File: config.mk
export PLATFORM = sky130hd
export DESIGN_NAME = decode_queue
export DESIGN_NICKNAME = d
export VERILOG_FILES = /design/src/rtl/decode_queue.sv
export SDC_FILE = /design/constraint.sdc
export NUM_CORES = 1
export LEC_CHECK = 0
export ABC_AREA = 0
export CAP_MARGIN = 20
export CORE_MARGIN = 3
export CORE_UTILIZATION = 35
export CTS_BUF_LIST = sky130_fd_sc_hd__clkbuf_16
export DETAILED_ROUTE_END_ITERATION = 8
export PLACE_DENSITY_LB_ADDON = 0.08
export SYNTH_ARGS = -nofsm -noshare
export SYNTH_HDL_FRONTEND = slang
export SYNTH_SLANG_ARGS = --single-unit
export TNS_END_PERCENT = 50
File: constraint.sdc
create_clock -name clk -period 5.6 [get_ports clk]
set_clock_uncertainty 0.2 [all_clocks]
set_input_delay 0.56 -clock clk [delete_from_list [all_inputs] [get_ports clk]]
set_output_delay 0.56 -clock clk [all_outputs]
set_load 0.02 [all_outputs]
File: src/rtl/decode_queue.sv
// RV32I + Zicsr + mret (+ optional RV32M) decode stage with a small output queue.
// Fetch enqueues decoded bundles; execute drains them; flush clears everything.
module decode_queue #(
    parameter int unsigned DEPTH    = 2,
    parameter bit          ENABLE_M = 1'b1,
    parameter int unsigned PC_W     = 32
) (
    input  logic                     clk,
    input  logic                     rst_n,
    input  logic                     in_valid,
    output logic                     in_ready,
    input  logic [31:0]              in_ins,
    input  logic [PC_W-1:0]          in_pc,
    input  logic                     flush,
    output logic                     out_valid,
    input  logic                     out_ready,
    output logic [PC_W-1:0]          out_pc,
    output logic [31:0]              out_imm,
    output logic [4:0]               out_rs1_addr,
    output logic [4:0]               out_rs2_addr,
    output logic [4:0]               out_rd_addr,
    output logic [3:0]               out_alu_op,
    output logic                     out_rd_wen,
    output logic                     out_muldiv,
    output logic [2:0]               out_muldiv_op,
    output logic                     out_illegal,
    output logic [$clog2(DEPTH):0]   count
);

    localparam int unsigned AW = $clog2(DEPTH);
    localparam int unsigned CW = AW + 1;

    localparam logic [3:0] ALU_ADD   = 4'd0;
    localparam logic [3:0] ALU_SUB   = 4'd1;
    localparam logic [3:0] ALU_SLL   = 4'd2;
    localparam logic [3:0] ALU_SLT   = 4'd3;
    localparam logic [3:0] ALU_SLTU  = 4'd4;
    localparam logic [3:0] ALU_XOR   = 4'd5;
    localparam logic [3:0] ALU_SRL   = 4'd6;
    localparam logic [3:0] ALU_SRA   = 4'd7;
    localparam logic [3:0] ALU_OR    = 4'd8;
    localparam logic [3:0] ALU_AND   = 4'd9;
    localparam logic [3:0] ALU_PASSB = 4'd10;

    localparam logic [6:0] OPC_LUI    = 7'b0110111;
    localparam logic [6:0] OPC_AUIPC  = 7'b0010111;
    localparam logic [6:0] OPC_JAL    = 7'b1101111;
    localparam logic [6:0] OPC_JALR   = 7'b1100111;
    localparam logic [6:0] OPC_BRANCH = 7'b1100011;
    localparam logic [6:0] OPC_LOAD   = 7'b0000011;
    localparam logic [6:0] OPC_STORE  = 7'b0100011;
    localparam logic [6:0] OPC_OPIMM  = 7'b0010011;
    localparam logic [6:0] OPC_OP     = 7'b0110011;
    localparam logic [6:0] OPC_FENCE  = 7'b0001111;
    localparam logic [6:0] OPC_SYSTEM = 7'b1110011;

    localparam logic [31:0] INS_ECALL  = 32'h0000_0073;
    localparam logic [31:0] INS_EBREAK = 32'h0010_0073;
    localparam logic [31:0] INS_MRET   = 32'h3020_0073;

    localparam logic [2:0] FMT_NONE = 3'd0;
    localparam logic [2:0] FMT_I    = 3'd1;
    localparam logic [2:0] FMT_S    = 3'd2;
    localparam logic [2:0] FMT_B    = 3'd3;
    localparam logic [2:0] FMT_U    = 3'd4;
    localparam logic [2:0] FMT_J    = 3'd5;
    localparam logic [2:0] FMT_Z    = 3'd6;

    typedef struct packed {
        logic [PC_W-1:0] pc;
        logic [31:0]     imm;
        logic [4:0]      rs1;
        logic [4:0]      rs2;
        logic [4:0]      rd;
        logic [3:0]      alu_op;
        logic            rd_wen;
        logic            muldiv;
        logic [2:0]      muldiv_op;
        logic            illegal;
    } bundle_t;

    // Integer ALU op for OP/OP-IMM; alt selects SUB/SRA.
    function automatic logic [3:0] arith_op(input logic [2:0] f3, input logic alt);
        logic [3:0] op;
        case (f3)
            3'd0:    op = alt ? ALU_SUB : ALU_ADD;
            3'd1:    op = ALU_SLL;
            3'd2:    op = ALU_SLT;
            3'd3:    op = ALU_SLTU;
            3'd4:    op = ALU_XOR;
            3'd5:    op = alt ? ALU_SRA : ALU_SRL;
            3'd6:    op = ALU_OR;
            default: op = ALU_AND;
        endcase
        return op;
    endfunction

    logic [6:0]  opcode;
    logic [2:0]  funct3;
    logic [6:0]  funct7;
    logic        legal;
    logic        writes;
    logic        is_m;
    logic [2:0]  fmt;
    logic [3:0]  alu;
    logic [31:0] imm;
    bundle_t     dec;

    assign opcode = in_ins[6:0];
    assign funct3 = in_ins[14:12];
    assign funct7 = in_ins[31:25];

    // Legality, destination use, immediate format and ALU op per opcode.
    always_comb begin
        legal  = 1'b0;
        writes = 1'b0;
        is_m   = 1'b0;
        fmt    = FMT_NONE;
        alu    = ALU_ADD;
        case (opcode)
            OPC_LUI: begin
                legal  = 1'b1;
                writes = 1'b1;
                fmt    = FMT_U;
                alu    = ALU_PASSB;
            end
            OPC_AUIPC: begin
                legal  = 1'b1;
                writes = 1'b1;
                fmt    = FMT_U;
            end
            OPC_JAL: begin
                legal  = 1'b1;
                writes = 1'b1;
                fmt    = FMT_J;
            end
            OPC_JALR: begin
                legal  = (funct3 == 3'd0);
                writes = 1'b1;
                fmt    = FMT_I;
            end
            OPC_BRANCH: begin
                legal = (funct3[2:1] != 2'b01);
                fmt   = FMT_B;
                alu   = !funct3[2] ? ALU_SUB : (funct3[1] ? ALU_SLTU : ALU_SLT);
            end
            OPC_LOAD: begin
                legal  = (funct3 != 3'd3) && (funct3[2:1] != 2'b11);
                writes = 1'b1;
                fmt    = FMT_I;
            end
            OPC_STORE: begin
                legal = !funct3[2] && (funct3[1:0] != 2'b11);
                fmt   = FMT_S;
            end
            OPC_OPIMM: begin
                writes = 1'b1;
                fmt    = FMT_I;
                alu    = arith_op(funct3, (funct3 == 3'd5) && funct7[5]);
                if (funct3 == 3'd1) begin
                    legal = (funct7 == 7'b0000000);
                end else if (funct3 == 3'd5) begin
                    legal = (funct7 == 7'b0000000) || (funct7 == 7'b0100000);
                end else begin
                    legal = 1'b1;
                end
            end
            OPC_OP: begin
                writes = 1'b1;
                if (funct7 == 7'b0000000) begin
                    legal = 1'b1;
                    alu   = arith_op(funct3, 1'b0);
                end else if (funct7 == 7'b0100000) begin
                    legal = (funct3 == 3'd0) || (funct3 == 3'd5);
                    alu   = arith_op(funct3, 1'b1);
                end else if (funct7 == 7'b0000001) begin
                    legal = ENABLE_M;
                    is_m  = ENABLE_M;
                end
            end
            OPC_FENCE: begin
                legal = (funct3 == 3'd0);
                fmt   = FMT_I;
            end
            OPC_SYSTEM: begin
                if (funct3 == 3'd0) begin
                    legal = (in_ins == INS_ECALL) || (in_ins == INS_EBREAK) || (in_ins == INS_MRET);
                end else if (funct3 != 3'd4) begin
                    legal  = 1'b1;
                    writes = 1'b1;
                    fmt    = funct3[2] ? FMT_Z : FMT_I;
                end
            end
            default: begin
                legal = 1'b0;
            end
        endcase
    end

    // Immediate extraction; formats without an immediate read all-ones.
    always_comb begin
        imm = '1;
        case (fmt)
            FMT_I:   imm = {{20{in_ins[31]}}, in_ins[31:20]};
            FMT_S:   imm = {{20{in_ins[31]}}, in_ins[31:25], in_ins[11:7]};
            FMT_B:   imm = {{19{in_ins[31]}}, in_ins[31], in_ins[7], in_ins[30:25], in_ins[11:8], 1'b0};
            FMT_U:   imm = {in_ins[31:12], 12'h000};
            FMT_J:   imm = {{11{in_ins[31]}}, in_ins[31], in_ins[19:12], in_ins[20], in_ins[30:21], 1'b0};
            FMT_Z:   imm = {27'h0, in_ins[19:15]};
            default: imm = '1;
        endcase
    end

    always_comb begin
        dec.pc        = in_pc;
        dec.imm       = imm;
        dec.rs1       = in_ins[19:15];
        dec.rs2       = in_ins[24:20];
        dec.rd        = in_ins[11:7];
        dec.alu_op    = (legal && !is_m) ? alu : ALU_ADD;
        dec.rd_wen    = legal && writes && (in_ins[11:7] != 5'd0);
        dec.muldiv    = legal && is_m;
        dec.muldiv_op = (legal && is_m) ? funct3 : 3'd0;
        dec.illegal   = !legal;
    end

    bundle_t         mem [DEPTH];
    logic [AW-1:0]   head_q;
    logic [AW-1:0]   tail_q;
    logic [CW-1:0]   count_q;
    logic            valid_q;
    bundle_t         out_q;
    logic [AW-1:0]   head_n;
    logic [AW-1:0]   tail_n;
    logic [CW-1:0]   count_n;
    bundle_t         out_n;
    logic            full_c;
    logic            push_c;
    logic            pop_c;

    assign full_c   = (count_q == CW'(DEPTH));
    assign in_ready = !full_c || out_ready;
    assign push_c   = in_valid && in_ready && !flush;
    assign pop_c    = valid_q && out_ready && !flush;

    // Next pointers, occupancy and the bundle that will sit at the head.
    always_comb begin
        head_n  = head_q;
        tail_n  = tail_q;
        count_n = count_q;
        out_n   = out_q;
        if (flush) begin
            head_n  = '0;
            tail_n  = '0;
            count_n = '0;
            out_n   = '0;
        end else begin
            if (pop_c) begin
                head_n = head_q + AW'(1);
            end
            if (push_c) begin
                tail_n = tail_q + AW'(1);
            end
            count_n = count_q + CW'(push_c) - CW'(pop_c);
            // The entry being written becomes the head when nothing older remains.
            if (count_n == '0) begin
                out_n = '0;
            end else if (push_c && (head_n == tail_q)) begin
                out_n = dec;
            end else begin
                out_n = mem[head_n];
            end
        end
    end

    always_ff @(posedge clk or negedge rst_n) begin
        if (!rst_n) begin
            head_q  <= '0;
            tail_q  <= '0;
            count_q <= '0;
            valid_q <= 1'b0;
            out_q   <= '0;
        end else begin
            head_q  <= head_n;
            tail_q  <= tail_n;
            count_q <= count_n;
            valid_q <= (count_n != '0);
            out_q   <= out_n;
        end
    end

    // Storage needs no reset; occupancy tracking masks stale entries.
    always_ff @(posedge clk) begin
        if (push_c) begin
            mem[tail_q] <= dec;
        end
    end

    assign out_valid     = valid_q;
    assign out_pc        = out_q.pc;
    assign out_imm       = out_q.imm;
    assign out_rs1_addr  = out_q.rs1;
    assign out_rs2_addr  = out_q.rs2;
    assign out_rd_addr   = out_q.rd;
    assign out_alu_op    = out_q.alu_op;
    assign out_rd_wen    = out_q.rd_wen;
    assign out_muldiv    = out_q.muldiv;
    assign out_muldiv_op = out_q.muldiv_op;
    assign out_illegal   = out_q.illegal;
    assign count         = count_q;

    // Fetch must hold an offered instruction until it is taken or flushed.
    a_hold_valid: assert property (@(posedge clk) disable iff (!rst_n)
        (in_valid && !in_ready && !flush) |=> in_valid);

endmodule

-- Word-level counts from Yosys, hierarchy flattened
Memory sizes are Yosys's and may differ from the RTL's.
Index checks and enable logic that the tools add are counted.
Widths: inputs -> output; s select.
- memories: 1
- memory bits (writable): 178
- logic and storage cells: 128
- bits in latches: 0
- register bits after elaboration: 94
- input bits: 69
- memory bits (read-only): 0
- reductions and logical operators: 33
- equality and inequality tests: 35
- $add $sub $neg: 4
- $lt $le $gt $ge: 0
- mux-type cells: 41
- multiply operators: 0
- shift operators: 0
- bitwise operators: 0
- div/mod/pow operators: 0
- memories (memory ; depth ; bits a word ; rd ports ; clocked after Yosys merged registers in ; write ports ; RTL line ; source):
    mem ; 2 ; 89 ; 1 ; 0 ; 1 ; 227 ; bundle_t mem [DEPTH];
- operators with widths (cell ; count):
    $mux 89 ; 3
    $pmux 32 s6 ; 1
    $pmux 4 s7 ; 3
    $eq 32x21->1 const B ; 1
    $eq 32x30->1 const B ; 1
    $eq 32x7->1 const B ; 1
    $eq 7x6->1 const B ; 4
    $eq 7x7->1 const B ; 4
    $mux 1 ; 20
    $eq 3x3->1 const B ; 6
    $mux 3 ; 6
    $pmux 3 s6 ; 1
    $pmux 4 s4 ; 1
    $eq 7x5->1 const B ; 2
    $eq 3x2->1 const B ; 4
    $logic_and 1x1->1 ; 12
    $mux 4 ; 3
    $pmux 1 s8 ; 1
    $eq 7x1->1 const B ; 1
    $eq 7x2->1 const B ; 1
    $eq 7x4->1 const B ; 1
    $logic_not 7->1 ; 1
    $reduce_or 7->1 ; 1
    $eq 3x1->1 const B ; 2
    20 further kinds ; 32

-- Longest topological paths before layout
Gate-level depths: netlist (run 1).
- depth in word-level cells: 11
- gate-level depth with buffers: 15
- depth with buffers taken out: 13

-- Least setup slack after synthesis (run 1)
Ideal clock, no wire load.
- kind: input-to-reg
- from: in out_ready
- to: mem mem[0][0] (netlist bit), enable pin
- stages: 4
- buffers on the path: 0
- path slack: 0.148 ns
- setup time: 0.538 ns
- data required time: 4.862 ns
- arrival time: 4.715 ns
- cells stage by stage: nor2_1 nand2_1 nand3b_1 nor2_1
- word-level cells in the longest chain between the ends: 5
- RTL lines (item ; RTL line ; source):
    from (decl) ; 16 ; input logic out_ready,
    $logic_or 1x1->1 ; 242 ; assign in_ready = !full_c || out_ready;
    via in_ready ; 11 ; output logic in_ready,
    $logic_and 1x1->1 (2 in a row) ; 243 ; assign push_c = in_valid && in_ready && !flush;
    $mux 1 ; 294 ; if (push_c) begin
    $mux 1 (implied by the code) ; 295 ; mem[tail_q] <= dec;
    to (decl) ; 227 ;
The timed path passes the listed nets, and every way through them passes these cells.

==> results of run 1 <==
where the power goes:
part | internal (uW) | switching [uW]
sequential | 2360 | 79.0
combinational | 489 | 680
clock | 1190 | 780
what timing repair did:
| action | 4_1_cts | 5_1_grt |
|---|---|---|
| hold endpoints to repair | 44 | 0 |
| endpoints found under the setup margin | 0 | 0 |
| hold buffers | 1 | 0 |
metrics by stage:
step | util, % | power, uW | setup slack (ps)
after global placement | 42.39 | 3664 | 1575
after floorplan | - | 3079 | 147.8
after global routing | 45.68 | 5825 | 1873
after detailed placement | 42.39 | 3667 | 1528
final | 45.68 | 5573 | 2023
after CTS | 45.68 | 5657 | 2113
layout by cell type (no fill, tap or decap), types with 3 or more instances in the layout:
cell type	instances
dfrtp_1	94
a211oi_1	75
mux2i_1	69
clkdlybuf4s50_1	160
a21oi_1	18
a221oi_1	17
inv_1	11
nor2_1	68
nor4_1	4
bufinv_16	4
or4_1	3
clkinv_2	9
nor2_4	3
o211ai_1	3
a222oi_1	4
and2_1	5
clkbuf_16	31
nor2b_1	21
o21ai_0	10
xnor2_1	3
o22ai_1	4
nand4_1	3
a311oi_1	18
nor3_1	8
nand2_1	64
edfxtp_1	178
clkinv_1	8
o31ai_1	3
nand2b_1	10
nand3_1	6
buf_4	16
metal layers:
layer  vias to the layer above  global-route usage, %  wire [um]
li1                       3323                      -          -
met1                      3664                  23.61      13010
met2                       178                  26.90      13380
met3                        39                  3.253       1429
met4                         0                  3.291        482
met5                         -                      0          0
kinds of logic after synthesis:
group,synth area share (%)
adders and majority gates,0.2275
DFF,70.00
muxes,6.281
and+or+nand+nor,9.126
AOI/OAI and AO/OA,11.22
buffers and inverters,2.594
xor gates and xnor gates,0.5463
synthesized netlist by cell type, types with 2 or more instances:
| cell type | instances | area [um^2] |
|---|---|---|
| buf_1 | 2 | 7.510 |
| nand4_1 | 3 | 18.77 |
| xnor2_1 | 3 | 26.28 |
| a32oi_1 | 2 | 17.52 |
| nand2_1 | 64 | 240.2 |
| nor4_1 | 4 | 25.02 |
| nor2_1 | 72 | 270.3 |
| o31ai_1 | 4 | 30.03 |
| a222oi_1 | 4 | 40.04 |
| nand3_1 | 6 | 30.03 |
| nor2b_1 | 21 | 131.4 |
| a221oi_1 | 17 | 148.9 |
| or3_1 | 2 | 12.51 |
| ha_1 | 2 | 25.02 |
| xor2_1 | 2 | 17.52 |
| o21ai_0 | 10 | 50.05 |
| a211oi_1 | 75 | 563.0 |
| edfxtp_1 | 178 | 5345 |
| buf_2 | 21 | 105.1 |
| nand2b_1 | 10 | 62.56 |
| o22ai_1 | 4 | 25.02 |
| nor3_1 | 8 | 40.04 |
| mux2i_1 | 69 | 690.7 |
| dfrtp_1 | 94 | 2352 |
| inv_1 | 9 | 33.78 |
| a311oi_1 | 18 | 157.7 |
| or4_1 | 3 | 22.52 |
| o21a_1 | 2 | 15.01 |
| and2_1 | 5 | 31.28 |
| and3_1 | 2 | 12.51 |
| o211ai_1 | 3 | 22.52 |
| a21oi_1 | 18 | 90.09 |
| clkbuf_1 | 37 | 138.9 |
area by class of cell:
| cell class | instances | share of cell area (%) |
|---|---|---|
| clock inverters | 26 | 1.621 |
| inverters | 9 | 0.2405 |
| multi-input cells | 454 | 21.82 |
| clock buffers | 31 | 5.522 |
| well taps | 396 | 3.527 |
| repair buffers | 178 | 12.47 |
| flip-flops and latches | 272 | 54.80 |
flip-flops by register name (all words and copies together) (netlist names), 2 cells and up:
register       cells
out_rs1_addr       5
out_imm           32
count              2
out_rs2_addr       5
out_pc            32
mem              178
out_muldiv_op      3
out_rd_addr        5
out_alu_op         4
worst register-to-register path: stages, from the launching register on:
cell and delay [ps]:
dfrtp_1 380, nor2_1 50, nand2_1 90, nand3b_1 280
ha_1 400, inv_1 40, ha_1 180, xor2_1 150
xnor2_1 130, nor2_1 200, nor2_4 140, buf_12 230
or4_1 600, o22ai_1 170
how the worst min path moves through the flow:
stage / start / to / depth (start not counted) / slack (ps)
6_report: rst_n / out_muldiv / 2 / 380
5_1_grt: in_pc[12] / mem[1][69] / 1 / 400
4_1_cts: rst_n / out_muldiv / 2 / 400
3_5_place_dp: mem[1][85] / out_pc[28] / 2 / 390
3_3_place_gp: mem[1][60] / out_pc[3] / 2 / 380
2_1_floorplan: rst_n / count[0] / 0 / 60
==> metrics.cfg, run 1 <==
[logic_synthesis]
synthesis.nets=866
synth_flop_cell=edfxtp_1
syn_area_mm2=0.01100
synth_warnings=0
seq_area_frac_synth_pct=70.00
synth_enable_flop_cells=178
syn_inst=795
ys_seq_elements=272
async_reset_ff_share_pct=34.56
synthDistinctLibCells=54
synth_area_per_cell_um2=13.83

[detailed_routing]
antenna_left=0
vias=7204
drt_first_pass_iters=5
drt-total-wl_um=28300
drc=0
drt-initial-drc-count=447
wl_per_cell_um=20.72
vias_per_cell=5.274

[run]
max-cap-violations=0

[setup_path]
r2r-start=count[0]
cp-start-kind=input pin
setup.worst_path.class=in -> reg
worstRegToRegCells=13
cp-endpoint=mem[1][48]
critPathMaxStageDelay_ps=860
critPathArrivalTime_ps=3610
crit_path_end_kind=register
worstPathCellList=clkdlybuf4s50_1 -> nand4bb_1 -> nor4b_2 -> o31a_1 -> nand2_1
crit_path_max_fanout=22
r2r_setup_slack_ps=2270
cpMaxStageDelayCell=o31a_1
critPathBufInv=1
cp.depth=5
required_ps=5630
cp-startpoint=in_ins[3]
cp_top_family=simple AND/OR/NAND/NOR gates
r2r-end=out_rd_wen

[global_routing]
grt_pass1_vias=7322
grt_util_all_layers_pct=16.62
grt_pass1_wl_um=43700
antenna_found_initial=0
grt_start_max_net_pins=91
grt_overflow_total=0

[timing]
clock.fmax_mhz=279.5
slew_violations=0
worst_pin_slew_ps=1019
setup_violations=0
post-route-min-period_ps=3577
rsz0062_at_grt=false
tns_ps=0
finalHoldViolCount=0
timing.slew.headroom_pct=32.06
period_share_pct=63.88
whs_ps=382.5

[power_and_ir_drop]
power_density_mw_per_mm2=396.7
p_leak_uw=0.005340
peakVddDrop_uv=262.2

[place]
gp_congestion=0.8464
placed_cell_area_mm2=0.01303
dp_cells=1308
port-buffer-count=161
hpwl_um=17480

[clocking]
clock-root-buffer=clkbuf_16
cts_sinks=272
clkLatencyLatePin_ps=540
clk_pin_slew_ps=60
cts-buffers-inserted=31
tritoncts=yes
h-tree-depth=1
cts_buffer_depth=3
cts-resized-gates=0
post-cts-setup-buffers=0

[worst_hold_path]
hp-class=in -> async

[finish]
final_cell_area_mm2=0.01405
nFillCells=2772
final_cells=1366
multi_input_area_mm2=0.003065
diodes=0
drive_gt1_share_pct=7.732
seq_area_mm2=0.007697
fin_nets=1017
syn2layout_area_growth_pct=27.75

[outcome]
status=finished, final reports clean

[die]
dieArea_mm2=0.03358
fp.dieH_um=183.2
rows=64
fp.dieW_um=183.2
coreArea_mm2=0.03075
io_pins=162
start_util_pct=35.76

Note: power is estimated with default switching activity, not from simulation.
==> run 2, diff against run 1 <==
Clock period 5.6 ns to 3.54 ns, I/O delays scaled along.
==> metrics.cfg, run 2 (same netlist as run 1, synthesis figures left out) <==
[outcome]
status=finished, final reports clean

[clocking]
clk_pin_slew_ps=50  ; about the same
cts-resized-gates=0  ; unchanged
cts-buffers-inserted=34  ; +9.7%
clkLatencyLatePin_ps=500  ; -40 ps
cts_buffer_depth=3  ; unchanged
clock-root-buffer=clkbuf_16
tritoncts=yes
h-tree-depth=2  ; +1
cts_sinks=272  ; unchanged

[setup_path]
crit_path_max_fanout=7  ; -68%
cp-start-kind=input pin
critPathMaxStageDelay_ps=570  ; -290 ps
critPathArrivalTime_ps=2930  ; -680 ps
cpMaxStageDelayCell=clkdlybuf4s50_1
cpMostUsedCell=ha_1
setup.worst_path.class=in -> reg
worstPathCellList=clkdlybuf4s50_1 -> and3b_1 -> ha_1 -> inv_1 -> ha_1 -> xor2_1 -> xnor2_1 -> nor2_1 -> nor2_4 -> or4_1 -> o22ai_1
required_ps=3760  ; -1870 ps
crit_path_end_kind=register

[power_and_ir_drop]
p_leak_uw=0.005581  ; +4.5%
peakVddDrop_uv=331.1  ; +26%
power_density_mw_per_mm2=621.8  ; +57%
p_comb_share_pct=21.4  ; +0.4 points
netSwitchingFraction_pct=27.89  ; +0.27 points
p_switching_uw=2508  ; +63%
power.internal_uw=6484  ; +61%
pwr-share-seq_pct=42.9  ; -0.9 points
clock_power_share_pct=35.6  ; +0.3 points

[timing]
period_share_pct=76.45
slew_violations=0  ; unchanged
setup_violations=0  ; unchanged
rsz0062_at_grt=false
timing.slew.headroom_pct=44.40  ; +12 points
whs_ps=181.7  ; -200.8 ps
worst_slack_ps=833.8  ; -1189 ps
tns_ps=0  ; unchanged
finalHoldViolCount=0  ; unchanged
post-route-min-period_ps=2706
worst_pin_slew_ps=832.1  ; -187.0 ps
clock.fmax_mhz=369.5

[die]
coreArea_mm2=0.03075  ; unchanged
fp.dieW_um=183.2  ; unchanged
fp.dieH_um=183.2  ; unchanged
rows=64  ; unchanged
io_pins=162  ; unchanged
dieArea_mm2=0.03358  ; unchanged
start_util_pct=35.76  ; unchanged

[place]
hpwl_um=18590  ; +6.4%
gp_congestion=0.7771  ; -8.2%
place_ws_ps=195.7  ; -1332 ps
port-buffer-count=161  ; unchanged

[finish]
drive_gt1_share_pct=9.671  ; +1.9 points
nFillCells=2780  ; +0.29%
syn2layout_area_growth_pct=31.51
largest_reg_flops=178  ; unchanged
layout_common_cells=edfxtp_1 (178), clkdlybuf4s50_1 (160), dfrtp_1 (94), a211oi_1 (75), mux2i_1 (69)
top_register=mem
post-route-util_pct=47.03  ; +1.3 points
final_common_cell=edfxtp_1
diodes=0  ; unchanged
fin_nets=1050  ; +3.2%

[global_routing]
grt_start_max_net_pins=112  ; +23%
grt_util_all_layers_pct=17.56  ; +0.94 points
grt_pass1_vias=7421  ; +1.4%
grt_pass1_wl_um=45340  ; +3.8%
grt_overflow_total=0  ; unchanged
antenna_found_initial=0  ; unchanged

[detailed_routing]
drc=0  ; unchanged
antenna_left=0  ; unchanged
vias_per_cell=5.239  ; -0.66%
drt-total-wl_um=29500  ; +4.2%
vias=7329  ; +1.7%
wl_per_cell_um=21.09  ; +1.8%
drt-initial-drc-count=576  ; +29%
drt_first_pass_iters=6  ; +1

[worst_hold_path]
hp-class=in -> async

[run]
max-cap-violations=0  ; unchanged

[run 2: cell types whose count changed in the layout (fill, tap and decap cells not counted)]
cell        previous run  this run
clkinv_2               9         1
inv_6                  0         1
clkinv_1               8        10
buf_12                 1        14
buf_4                 16        32
clkinv_4               2         0
clkbuf_4               0         1
clkbuf_16             31        35
bufinv_16              4         2
inv_1                 11        20
clkinvlp_4             1         0
[run 2: layout make-up]
type	instances	area, um^2	area share, %
clock buffers	35	875.8	6.057
clock inverters	25	152.6	1.056
inverters	9	33.78	0.2336
multi-input cells	454	3065	21.20
flip-flops and latches	272	7697	53.23
well taps	396	495.5	3.426
repair buffers	208	2140	14.80
[run 2: power groups by stage]
stage / Clock [uW] / Sequential (uW) / Combinational [uW]
5_1_grt: 3420 / 3890 / 2070
3_3_place_gp: 0 / 3930 / 1940
4_1_cts: 3280 / 3870 / 1960
2_1_floorplan: 0 / 4200 / 660
3_5_place_dp: 0 / 3920 / 1950
6_report: 3200 / 3860 / 1930
[run 2: critical path: cells and delay by family]
kind | cells | cell delay (ps)
AO/OA/AOI/OAI | 1 | 130
buffers and inverters | 2 | 610
AND/OR/NAND/NOR | 4 | 1090
XOR/XNOR | 2 | 270
adder cells (fa/ha/maj) | 2 | 470
[run 2: routing by layer]
layer,wire length (um),vias to the layer above,global-route usage [%]
met5,0,-,0
met4,549,0,4.327
met3,1829,43,3.689
met2,13520,224,27.47
met1,13600,3660,25.23
li1,-,3402,-
[run 2: worst paths after layout]
| check | depth (start not counted) | startpoint | end | slack [ps] |
|---|---|---|---|---|
| setup / recovery | 11 | flush | out_rd_wen | 830 |
| hold / removal | 2 | rst_n | out_pc[9] | 180 |
| setup reg to reg | 10 | out_valid | out_rd_wen | 880 |
| hold reg to reg | 2 | mem[1][59] | out_pc[2] | 390 |
| max in group asynchronous | 3 | rst_n | out_alu_op[1] | 2200 |
| min in group clk | 1 | in_pc[17] | mem[0][74] | 280 |
[run 2: stage by stage]
| step | power [uW] | cells | area [um^2] |
|---|---|---|---|
| 2_1_floorplan | 4865 | 795 | 11000 |
| 3_3_place_gp | 5871 | 1337 | 13410 |
| 3_5_place_dp | 5877 | 1337 | 13410 |
| 4_1_cts | 9109 | 1398 | 14450 |
| 5_1_grt | 9383 | 1399 | 14460 |
| 6_report | 8992 | 1399 | 14460 |
[run 2: what timing repair did]
action / CTS / global route
hold endpoints to repair: 35 / 0
hold buffers: 1 / 0
setup buffers: 0 / 0
==> run 3, diff against run 2 <==
Clock period 3.54 ns to 2.8 ns, I/O delays scaled along.
==> metrics.cfg, run 3 (same netlist as run 1, synthesis figures left out) <==
[outcome]
status=finished, final reports clean

[die]
start_util_pct=35.76  ; unchanged
fp.dieW_um=183.2  ; unchanged
dieArea_mm2=0.03358  ; unchanged
coreArea_mm2=0.03075  ; unchanged
io_pins=162  ; unchanged
rows=64  ; unchanged
fp.dieH_um=183.2  ; unchanged

[power_and_ir_drop]
finalPower_uw=11080  ; +23%
peakVddDrop_uv=454.8  ; +37%
power_density_mw_per_mm2=747.1  ; +20%
p_leak_uw=0.005810  ; +4.1%

[global_routing]
grt_overflow_total=0  ; unchanged
grt_pass1_vias=7462  ; +0.55%
grt_util_all_layers_pct=17.03  ; -0.52 points
grt_start_max_net_pins=73  ; -35%
grt_pass1_wl_um=44450  ; -2.0%
antenna_found_initial=0  ; unchanged

[worst_hold_path]
hp-class=in -> reg
holdPathEnd=mem[1][70]
hold_path_depth=1
hold_start=in_pc[13]

[timing]
worst_pin_slew_ps=869.5  ; +37.41 ps
timing.slew.headroom_pct=41.59  ; -2.8 points
whs_ps=133.6  ; -48.15 ps
finalHoldViolCount=0  ; unchanged
worst_slack_ps=150.8  ; -683.1 ps
period_share_pct=94.62
slew_violations=0  ; unchanged
setup_violations=0  ; unchanged
rsz0062_at_grt=false
clock.fmax_mhz=377.5
post-route-min-period_ps=2649

[detailed_routing]
antenna_left=0  ; unchanged
vias_per_cell=5.101  ; -2.6%
wl_per_cell_um=19.91  ; -5.6%
drt-initial-drc-count=496  ; -14%
drt-total-wl_um=28970  ; -1.8%
drc=0  ; unchanged
drt_first_pass_iters=6  ; unchanged
vias=7422  ; +1.3%

[setup_path]
cp-start-kind=register
r2r_setup_slack_ps=150  ; -730 ps
cp-startpoint=count[0]
worstRegToRegCells=14  ; +4
setup.worst_path.class=reg -> reg
r2r-end=out_pc[19]
critPathMaxStageDelay_ps=420  ; -150 ps
worstPathCellList=nor2_2 -> nand2_4 -> nand3b_1 -> ha_1 -> inv_1 -> ha_1 -> xor2_1 -> xnor2_1 -> nor2_2 -> nor2_4 -> buf_4 -> buf_4 -> buf_12 -> a211oi_1
required_ps=3040  ; -720 ps
crit_path_max_fanout=13  ; +6
r2r-start=count[0]
critPathArrivalTime_ps=2890  ; -40 ps
crit_path_end_kind=register
cpMaxStageDelayCell=dfrtp_2

[clocking]
tritoncts=yes
cts-buffers-inserted=30  ; -12%
clkLatencyLatePin_ps=560  ; +60 ps
h-tree-depth=1  ; -1
clk_pin_slew_ps=60  ; about the same
clock-root-buffer=clkbuf_16
cts_buffer_depth=3  ; unchanged
post-cts-setup-buffers=0  ; unchanged
cts_sinks=272  ; unchanged

[finish]
fin_nets=1106  ; +5.3%
seq_area_mm2=0.007700  ; about the same
post-route-util_pct=48.25  ; +1.2 points
multi_input_area_mm2=0.003078  ; +0.41%
top_register=mem
largest_reg_flops=178  ; unchanged
layout_common_cells=edfxtp_1 (178), clkdlybuf4s50_1 (160), dfrtp_1 (92), buf_4 (90), a211oi_1 (75)
final_common_cell=edfxtp_1
drive_gt1_share_pct=14.92  ; +5.2 points
nFillCells=2752  ; -1.0%
final_cells=1455  ; +4.0%
diodes=0  ; unchanged
syn2layout_area_growth_pct=34.92

[place]
port-buffer-count=161  ; unchanged
hpwl_um=19540  ; +5.1%
gp_congestion=0.8989  ; +16%
dp_cells=1396  ; +4.4%
place_ws_ps=-247.6  ; -443.3 ps

[run]
max-cap-violations=0  ; unchanged

-- run 3: per-stage QoR --
stage | cell area, um^2 | setup TNS [ps]
5_1_grt | 14840 | 0
4_1_cts | 14830 | 0
3_5_place_dp | 13880 | -6999
6_report | 14840 | 0
2_1_floorplan | 11030 | -3991
3_3_place_gp | 13880 | -4200
-- run 3: area by class of cell --
cell class                 instances  share of cell area [%]
timing repair buffer             268                   17.58
clock buffer                      30                   5.060
tap                              396                   3.340
inverter                           9                  0.2277
multi-input combinational        454                   20.75
clock inverter                    26                   1.147
sequential                       272                   51.90
-- run 3: power by group --
group          internal, uW  total (uW)  switching [uW]
registers              4720        4870             148
clock network          2110        3670            1550
logic                  1150        2550            1400
total                  7980       11100            3100
-- run 3: repair_timing --
action,4_1_cts,5_1_grt
setup endpoints to repair,0,7
endpoints found under the hold margin,94,0
gates resized for setup,0,1
hold buffers,3,0
-- run 3: how the worst max path moves through the flow --
stage	slack, ps	end
2_1_floorplan	-30	mem[0][0]
3_3_place_gp	-160	out_pc[22]
3_5_place_dp	-250	out_pc[28]
4_1_cts	100	out_pc[19]
5_1_grt	8	out_pc[19]
6_report	150	out_pc[19]
-- run 3: per-layer routing --
layer / GRT usage (%) / vias to the layer above / share of wire, %
li1: - / 3514 / -
met1: 24.50 / 3671 / 47
met2: 27.02 / 200 / 46
met3: 3.312 / 37 / 5.7
met4: 3.839 / 0 / 1.9
met5: 0 / - / 0
-- run 3: worst max-delay path: cells and delay by family, from the launching register on --
| family | cells | cell delay (ps) |
|---|---|---|
| AND/OR/NAND/NOR | 5 | 500 |
| XOR/XNOR | 2 | 290 |
| adder cells (fa/ha/maj) | 2 | 380 |
| buffers and inverters | 4 | 560 |
| flip-flops | 1 | 420 |
| AO/OA/AOI/OAI | 1 | 180 |
